### src/rtl/background_pkg.sv
// Shared command, frame geometry and fetch-state encodings
// for the background refresh path.
package background_pkg;

    localparam logic [1:0] BG_CMD_HOLD     = 2'd0;
    localparam logic [1:0] BG_CMD_NEXT     = 2'd1;
    localparam logic [1:0] BG_CMD_ROWSTART = 2'd2;

    localparam int BLOCKS_PER_ROW = 80;
    localparam int NUM_BLOCKS     = 4800;
    localparam int BLOCK_SIZE     = 8;

    localparam logic [1:0] FS_IDLE    = 2'd0;
    localparam logic [1:0] FS_ISSUE   = 2'd1;
    localparam logic [1:0] FS_WAIT    = 2'd2;
    localparam logic [1:0] FS_CAPTURE = 2'd3;

endpackage

### src/rtl/background_addr_unit_if.sv
// Background RAM read port: address and read strobe out,
// read data back.
interface background_addr_unit_if #(
    parameter int ADDR_W = 13,
    parameter int DATA_W = 9
);

    logic [ADDR_W-1:0] mem_addr;
    logic              mem_rd;
    logic [DATA_W-1:0] mem_data;

    modport master (
        output mem_addr,
        output mem_rd,
        input  mem_data
    );

    modport slave (
        input  mem_addr,
        input  mem_rd,
        output mem_data
    );

endinterface

### src/rtl/background_addr_unit_fetch_pipe.sv
// Follows one background read through the RAM latency so that
// only a response nobody has aborted reaches the capture stage.
module bg_fetch_pipe #(
    parameter int DEPTH = 2
) (
    input  logic clk,
    input  logic rst_n,
    input  logic shift_in,
    input  logic abort,
    output logic pre_o,
    output logic cap_o
);

    logic [DEPTH-1:0] v_q;
    logic [DEPTH-1:0] v_d;
    logic [DEPTH:0]   chain;

    always_comb begin
        chain = {v_q, shift_in};
        v_d   = abort ? '0 : chain[DEPTH-1:0];
    end

    // pre_o is one stage before the data window, cap_o is the window
    assign pre_o = chain[DEPTH-1];
    assign cap_o = chain[DEPTH];

    always_ff @(posedge clk) begin
        if (!rst_n) begin
            v_q <= '0;
        end else begin
            v_q <= v_d;
        end
    end

endmodule

### src/rtl/background_addr_unit.sv
// Background block address register, row tracking and block-word
// fetch from background RAM for the pixel-drawing path.
module background_addr_unit
    import background_pkg::*;
#(
    parameter int BLOCKS_PER_ROW = background_pkg::BLOCKS_PER_ROW,
    parameter int NUM_BLOCKS     = background_pkg::NUM_BLOCKS,
    parameter int ADDR_W         = 13,
    parameter int DATA_W         = 9,
    parameter int MEM_LATENCY    = 2
) (
    input  logic                  clk,
    input  logic                  reset,
    input  logic [1:0]            addr_signal,
    input  logic                  en_refresh,
    input  logic                  reset_addr,
    background_addr_unit_if.master mem,
    output logic [DATA_W-1:0]     bg_data,
    output logic                  bg_valid,
    output logic                  row_done
);

    localparam int COL_W = $clog2(BLOCKS_PER_ROW + 1);
    localparam logic [COL_W-1:0] COL_END = COL_W'(BLOCKS_PER_ROW);
    localparam logic [ADDR_W:0] ROW_STEP = (ADDR_W + 1)'(BLOCKS_PER_ROW);
    localparam logic [ADDR_W:0] ADDR_END = (ADDR_W + 1)'(NUM_BLOCKS);

    logic [ADDR_W-1:0] addr_q, addr_d;
    logic [ADDR_W-1:0] row_start_q, row_start_d;
    logic [COL_W-1:0]  col_q, col_d;
    logic [1:0]        state_q, state_d;
    logic              live_q, live_d;
    logic              row_done_q, row_done_d;
    logic              bg_valid_q, bg_valid_d;
    logic [DATA_W-1:0] bg_data_q, bg_data_d;

    logic [ADDR_W:0] addr_inc;
    logic [ADDR_W:0] row_sum;
    logic [ADDR_W:0] row_next;
    logic            fetch_req;
    logic            addr_chg;
    logic            fire;
    logic            abort;
    logic            pre;
    logic            cap;

    // live_q holds the read strobe off for the cycle a clear is released
    assign fire  = (state_q == FS_ISSUE) && live_q;
    assign abort = fetch_req || addr_chg;

    always_comb begin
        addr_inc    = {1'b0, addr_q} + 1'b1;
        row_sum     = {1'b0, row_start_q} + ROW_STEP;
        row_next    = (row_sum >= ADDR_END) ? '0 : row_sum;
        addr_d      = addr_q;
        row_start_d = row_start_q;
        col_d       = col_q;
        fetch_req   = 1'b0;
        addr_chg    = 1'b0;
        live_d      = reset_addr;
        if (!reset_addr) begin
            addr_d      = '0;
            row_start_d = '0;
            col_d       = '0;
            fetch_req   = 1'b1;
        end else if (en_refresh && addr_signal == BG_CMD_NEXT) begin
            addr_chg = 1'b1;
            if (col_q < COL_END) begin
                addr_d    = addr_inc[ADDR_W-1:0];
                col_d     = col_q + 1'b1;
                fetch_req = (col_d < COL_END);
            end else begin
                addr_d      = row_next[ADDR_W-1:0];
                row_start_d = row_next[ADDR_W-1:0];
                col_d       = '0;
                fetch_req   = 1'b1;
            end
        end else if (en_refresh && addr_signal == BG_CMD_ROWSTART) begin
            addr_d    = row_start_q;
            col_d     = '0;
            addr_chg  = 1'b1;
            fetch_req = 1'b1;
        end
        row_done_d = (col_d == COL_END);
    end

    always_comb begin
        state_d    = state_q;
        bg_valid_d = bg_valid_q;
        bg_data_d  = bg_data_q;
        unique case (state_q)
            FS_ISSUE: begin
                if (fire) begin
                    state_d = pre ? FS_CAPTURE : FS_WAIT;
                end
            end
            FS_WAIT: begin
                if (pre) begin
                    state_d = FS_CAPTURE;
                end
            end
            FS_CAPTURE: begin
                state_d = FS_IDLE;
                if (cap) begin
                    bg_data_d  = mem.mem_data;
                    bg_valid_d = 1'b1;
                end
            end
            default: begin
                state_d = FS_IDLE;
            end
        endcase
        // a new address always wins over a response in flight
        if (abort) begin
            bg_valid_d = 1'b0;
            bg_data_d  = bg_data_q;
            state_d    = fetch_req ? FS_ISSUE : FS_IDLE;
        end
    end

    always_ff @(posedge clk) begin
        if (!reset) begin
            addr_q      <= '0;
            row_start_q <= '0;
            col_q       <= '0;
            state_q     <= FS_ISSUE;
            live_q      <= 1'b0;
            row_done_q  <= 1'b0;
            bg_valid_q  <= 1'b0;
            bg_data_q   <= '0;
        end else begin
            addr_q      <= addr_d;
            row_start_q <= row_start_d;
            col_q       <= col_d;
            state_q     <= state_d;
            live_q      <= live_d;
            row_done_q  <= row_done_d;
            bg_valid_q  <= bg_valid_d;
            bg_data_q   <= bg_data_d;
        end
    end

    bg_fetch_pipe #(
        .DEPTH(MEM_LATENCY)
    ) u_pipe (
        .clk     (clk),
        .rst_n   (reset),
        .shift_in(fire),
        .abort   (abort),
        .pre_o   (pre),
        .cap_o   (cap)
    );

    assign mem.mem_addr = addr_q;
    assign mem.mem_rd   = fire;
    assign bg_data      = bg_data_q;
    assign bg_valid     = bg_valid_q;
    assign row_done     = row_done_q;

endmodule
### src/flat_wrapper.sv
// flat-port wrapper written by rule: the top's interface ports become plain ports
module background_addr_unit_flat import background_pkg::*;
#(
    parameter int BLOCKS_PER_ROW = background_pkg::BLOCKS_PER_ROW,
    parameter int NUM_BLOCKS     = background_pkg::NUM_BLOCKS,
    parameter int ADDR_W         = 13,
    parameter int DATA_W         = 9,
    parameter int MEM_LATENCY    = 2
)
  (clk, reset, addr_signal, en_refresh, reset_addr, bg_data, bg_valid, row_done, mem_mem_addr, mem_mem_rd, mem_mem_data);
  background_addr_unit_if #(.ADDR_W(ADDR_W), .DATA_W(DATA_W)) mem_i ();
  input  logic clk;
  input  logic reset;
  input  logic [1:0] addr_signal;
  input  logic en_refresh;
  input  logic reset_addr;
  output logic [DATA_W-1:0] bg_data;
  output logic bg_valid;
  output logic row_done;
  output wire logic [$bits(mem_i.mem_addr)-1:0] mem_mem_addr;
  output wire logic [$bits(mem_i.mem_rd)-1:0] mem_mem_rd;
  input wire logic [$bits(mem_i.mem_data)-1:0] mem_mem_data;
  assign mem_mem_addr = mem_i.mem_addr;
  assign mem_mem_rd = mem_i.mem_rd;
  assign mem_i.mem_data = mem_mem_data;
  background_addr_unit #(.BLOCKS_PER_ROW(BLOCKS_PER_ROW), .NUM_BLOCKS(NUM_BLOCKS), .ADDR_W(ADDR_W), .DATA_W(DATA_W), .MEM_LATENCY(MEM_LATENCY)) u_core (.clk(clk), .reset(reset), .addr_signal(addr_signal), .en_refresh(en_refresh), .reset_addr(reset_addr), .mem(mem_i), .bg_data(bg_data), .bg_valid(bg_valid), .row_done(row_done));
endmodule
### config.mk
export PLATFORM = sky130hd
export DESIGN_NAME = background_addr_unit_flat
export DESIGN_NICKNAME = d
export VERILOG_FILES = /design/src/rtl/background_pkg.sv /design/src/rtl/background_addr_unit_if.sv /design/src/rtl/background_addr_unit_fetch_pipe.sv /design/src/rtl/background_addr_unit.sv /design/src/flat_wrapper.sv
export SDC_FILE = /design/constraint.sdc
export NUM_CORES = 1
export LEC_CHECK = 0
export CORE_MARGIN = 2
export CORE_UTILIZATION = 45
export CTS_CLUSTER_SIZE = 10
export DETAILED_ROUTE_END_ITERATION = 8
export GPL_ROUTABILITY_DRIVEN = 0
export PLACE_DENSITY = 0.74
export SLEW_MARGIN = 10
export SYNTH_ARGS = -nofsm -noshare
export SYNTH_HDL_FRONTEND = slang
export SYNTH_HIERARCHICAL = 1
export SYNTH_SLANG_ARGS = --single-unit
### constraint.sdc
create_clock -name clk -period 2.1 [get_ports clk]
set_input_delay 0.42 -clock clk [delete_from_list [all_inputs] [get_ports clk]]
set_output_delay 0.42 -clock clk [all_outputs]
set_load 0.03 [all_outputs]
# [Word-level counts from Yosys, hierarchy flattened]
# Cells that the tools add are included.
[totals] register_bits=49 latch_bits=0 ramBits=0 romBits=0 inputBits=15 out_inout_bits=25 elab_cells=57 n_memories=0
[classes] n_addsub=3 multipliers=0 div=0 magnitude_cmp=3 n_eq_ne=8 shift=0 muxes=20 n_bitwise=3 n_reduce_logical=11
[op_table] op="13-bit two-way mux" n=4
[op_table] op="7-bit two-way mux" n=4
[op_table] op="13-bit by 7-bit adder with 14-bit output, second input constant" n=1
[op_table] op="14-bit by 13-bit greater-or-equal comparator with 1-bit output, second input constant" n=1
[op_table] op="7-bit less-than comparator, second input constant" n=2
[op_table] op="13-bit by 1-bit adder with 13-bit output, second input constant" n=1
[op_table] op="1-bit two-way mux" n=8
[op_table] op="2-bit AND reduction" n=4
[op_table] op="7-bit by 1-bit adder with 7-bit output, second input constant" n=1
[op_table] op="7-bit == test, second input constant" n=1
[op_table] op="2-bit == test, second input constant" n=3
[op_table] op="2-bit two-way mux" n=3
[op_table] op="3-bit != test, second input constant" n=2
[op_table] op="2-bit by 1-bit == test with 1-bit output, second input constant" n=2
[op_table] op="2-bit one-hot mux with 2 select lines" n=1
[op_table] op="1-bit logical AND" n=3
[op_table] op="1-bit inverter" n=3
[op_table] op="3-bit AND reduction" n=1
[op_table] op="2-bit nonzero test" n=1
[op_table] op="2-bit OR reduction" n=1
[op_table] op="1-bit logical OR" n=1

# [Longest topological paths before layout]
[depth] depth_word=8 ltp_mapped=8 depth_no_buf=7

# [By module]
# The synthesis kept the hierarchy.
[modules_own_cells] module="background_addr_unit" instances=1 cells_per_inst=338 area_per_inst_um2=2697.6 seq_area_each_um2=940.9
[modules_own_cells] module="bg_fetch_pipe" instances=1 cells_per_inst=4 area_per_inst_um2=57.6 seq_area_each_um2=40.0

# [Least setup slack after synthesis]
# No wires, ideal clock.
[synth_path] kind="register to register" from="reg u_core.row_start_q[5]" to="reg u_core.addr_q[2], in the netlist u_core/mem.mem_addr[2]" setup_ps=118 t_arrival_ps=1862 t_required_ps=1982 slack_ps=120 stages_incl_launch_ff=9 n_path_buf=1 period_less_slack_ps=1980 path_cell_list="dfxtp_1 ha_1 o21ai_2 nor2_1 xor2_1 o31ai_4 buf_6 a211oi_2 nor2_1"
[synth_between] elab_chain_len=5
[synth_rtl] element="from (decl)" line_no="background_addr_unit.sv:29" rtl="logic [ADDR_W-1:0] row_start_q, row_start_d;"
[synth_rtl] element="from (signal assigned)" line_no="background_addr_unit.sv:133" rtl="row_start_q <= row_start_d;"
[synth_rtl] element="13-bit by 7-bit adder with 14-bit output" line_no="background_addr_unit.sv:53" rtl="row_sum = {1'b0, row_start_q} + ROW_STEP;"
[synth_rtl] element="14-bit by 13-bit greater-or-equal comparator with 1-bit output" line_no="background_addr_unit.sv:54" rtl="row_next = (row_sum >= ADDR_END) ? '0 : row_sum;"
[synth_rtl] element="13-bit two-way mux" line_no="background_addr_unit.sv:54"
[synth_rtl] element="13-bit two-way mux" line_no="background_addr_unit.sv:68" rtl="if (col_q < COL_END) begin"
[synth_rtl] element="13-bit two-way mux" line_no="background_addr_unit.sv:66" rtl="end else if (en_refresh && addr_signal == BG_CMD_NEXT) begin"
[synth_rtl] element="to (signal assigned)" line_no="background_addr_unit.sv:132" rtl="addr_q <= addr_d;"
[synth_rtl] element="to (decl)" line_no="background_addr_unit.sv:28" rtl="logic [ADDR_W-1:0] addr_q, addr_d;"
# No other way between the ends.
# A chain may end at the register's enable or synchronous reset.

# [Worst setup path in the final report]
[layout_path] from="reg u_core.row_start_q[5]" to="reg u_core.row_start_q[7]"
[layout_between] elab_chain_len=3
[layout_rtl] element="13-bit by 7-bit adder with 14-bit output *" line_no="background_addr_unit.sv:53"
[layout_rtl] element="14-bit by 13-bit greater-or-equal comparator with 1-bit output" line_no="background_addr_unit.sv:54"
[layout_rtl] element="13-bit two-way mux *" line_no="background_addr_unit.sv:54"
# Every way passes the cells marked *; elsewhere a longest branch is shown, timed or not.

==> flow_summary.yaml <==
status:
  status: "complete, no violations"
setup_path:
  cp_num_buf_inv: 2
  path_class: "flip-flop to flip-flop"
  path_common_cell: "buf_4"
  crit_path_max_fanout: 7
  critPathRequiredTime_ns: 2.34
  crit_family: "compound AO/OA/AOI/OAI gates"
  crit_path_end_kind: "flip-flop"
  cp.arrival_ns: 2.26
  crit_path_max_incr_delay_ns: 0.35
  cp-start-kind: "flip-flop"
  slowest_stage: "dfxtp_2"
  crit_path_cell_trace: "buf_4, a21o_1, a221oi_4, a311oi_4, o31ai_4, buf_4, nand4_1, a21oi_1"
yosys:
  yosysWarnings: 6
  ys_types: 56
  postSynthCellCount: 342
  synth.top_cell.area_share: 0.3560
  synth_edf_count: 0
  synth_ff_type: "dfxtp_1"
  synth-async-reset-ratio: 0
  ys_seq_area_frac: 0.3560
  yosys_register_bits: 49
  synthesis.nets: 363
  synth.avg_cell_area_um2: 8.056
  yosysTopAreaCell: "dfxtp_1"
  synth.area.top_cells: "dfxtp_1, o21ai_0, nand2_1"
  syn-cell-area_um2: 2755
cells_and_area:
  fill_cells: 497
  seq_area_um2: 987.2
  multiInputGateArea_um2: 1694
  antennaDiodeCount: 0
  drive_gt1_frac: 0.1910
  fin_util: 0.6306
  area_growth_pct: 35.51
  design_area_um2: 3734
  layout_commonest_cell: "buf_4"
  final_cell_mix: "buf_4, dfxtp_1, clkdlybuf4s50_1, nand2_1"
  nets: 444
power:
  peakVddDrop_mv: 0.3244
  power_mw: 1.742
  p_leak_nw: 1.341
  p_per_area_nw_per_um2: 466.6
floorplanning:
  die_area_um2: 6764
  core_um2: 5921
  die_w_um: 82.25
  rows: 28
  initial_core_util: 0.4653
  die_h_um: 82.25
  io_pins: 40
flow_run:
  drv_cap: 0
timing:
  maxSlewHeadroom: 0.6705
  max_freq_ghz: 0.4932
  finalCriticalPeriod_ns: 2.028
  setup_ws_ns: 0.07243
  setup_viol: 0
  period_share: 0.9655
  tightest_slew_ns: 0.4891
  clock_skew_ns: 0.007959
  hold_viol_final: 0
  slew_viol_final: 0
min_path:
  hold_class: "flip-flop to flip-flop"
placement:
  port_buffers: 39
  dpl_worst_slack_ns: -0.1302
  place_area_um2: 3557
  dp.final_hpwl_um: 5858
global_route:
  track_usage: 0.2407
  grt_start_max_net_pins: 22
  grt_pass1_wl_um: 12620
  antenna_found_initial: 0
  grt_overflow: 0
  grt_pass1_vias: 2558
clock_network:
  postCtsHoldBufs: 0
  cts.htree.levels: 2
  clkSlewWorstSetupHoldPaths_ns: 0.10
  cts-root-buf: "clkbuf_8"
  cts_sinks: 49
  numCtsBuffers: 5
  cts_tree: "yes"
  clock_path_buffers: 2
  clk_latency_ns: 0.31
detailed_routing:
  first_pass_iters: 6
  drtIter0Drc: 288
  drt-vias-per-instance: 5.788
  ant_nets: 0
  routedWlPerCell_um: 15.65
  num_vias: 2888
  routed_wl_um: 7810
  drc: 0
[power breakdown]
group          switching (mW)  internal, mW  leakage (nW)  total [mW]
sequential             0.0158         0.940         0.398       0.955
clock                   0.340         0.237        0.0445       0.577
combinational           0.107         0.102         0.898       0.209
[per-layer routing]
layer	up-vias	part of all wire	global-route usage
li1	1397	-	-
met1	1364	0.46	0.3510
met2	120	0.46	0.3742
met3	7	0.071	0.03370
met4	0	0.0085	0.05667
met5	-	0	0
[worst register-to-register path: stages, from the launching register on]
cell and delay (ns):
dfxtp_2 0.35, buf_4 0.17, a21o_1 0.21, a221oi_4 0.31, a311oi_4 0.09, o31ai_4 0.35
buf_4 0.22, nand4_1 0.12, a21oi_1 0.16
[synthesized netlist by cell type, drive strengths merged (2+ instances only)]
master	count
nand4	8
mux2i	10
nor2	31
a21boi	2
nor3	6
ha	6
a221oi	2
clkbuf	9
or2	2
a22oi	3
nand3	16
and3b	4
o31ai	3
nand3b	3
o21ai	32
nand2	38
a21oi	19
nand2b	2
a21o	3
xnor2	11
and2	3
nor4	3
o21a	3
nor2b	11
o211ai	2
inv	11
a311oi	2
buf	10
o221ai	2
a31oi	9
a211oi	5
dfxtp	49
xor2	6
o22ai	5
[flip-flops by register name, summed over array words and instances (netlist names)]
signal and flops:
u_core/col_q 7, u_core/bg_valid 1, u_core/row_start_q 13, u_core/bg_data 9
u_core/row_done 1, u_core/mem.mem_addr 13, u_core/u_pipe/v_q 2, u_core/state_q 2
u_core/live_q 1
[through the flow]
stage          hold WS [ns]  setup TNS, ns  instances
2_1_floorplan        0.4095              0        342
3_3_place_gp         0.4341       -0.09132        490
3_5_place_dp         0.4362        -0.8002        490
4_1_cts              0.4506              0        498
5_1_grt              0.4741       -0.01197        499
6_report             0.4473              0        499
[what timing repair did]
item                       CTS  global route
pin swaps                    1             6
hold endpoints to repair     0             0
setup buffers                0             1
setup endpoints to repair   11            20
resized for setup            3            14
[kinds of logic (layout without fill, tap and decap cells)]
family,after synthesis,in the layout,share of synthesized area
simple gates,133,133,0.2439
buf+inv,30,112,0.05313
fa+ha+maj,6,6,0.02725
mux,10,10,0.03633
xor+xnor,17,17,0.05404
flops,49,49,0.3560
compound gates,97,97,0.2293
[worst paths after layout]
kind                                                         start                                  to  slack, ns  depth (start not counted)
worst max register to register  u_core/row_start_q[5]$_SDFFE_PN0P_  u_core/row_start_q[7]$_SDFFE_PN0P_       0.07                          8
worst max-delay path            u_core/row_start_q[5]$_SDFFE_PN0P_  u_core/row_start_q[7]$_SDFFE_PN0P_       0.07                          8
worst min-delay path            u_core/row_start_q[3]$_SDFFE_PN0P_  u_core/row_start_q[3]$_SDFFE_PN0P_       0.45                          2
worst min register to register  u_core/row_start_q[3]$_SDFFE_PN0P_  u_core/row_start_q[3]$_SDFFE_PN0P_       0.45                          2
[cell type report]
cell class / instances / share of cell area
Clock buffer: 5 / 0.01843
Inverter: 11 / 0.01106
Multi-Input combinational cell: 263 / 0.4538
Clock inverter: 3 / 0.005697
Sequential cell: 49 / 0.2644
Tap cell: 75 / 0.02513
Timing Repair Buffer: 93 / 0.2215
Note: power is estimated with default switching activity, not from simulation.
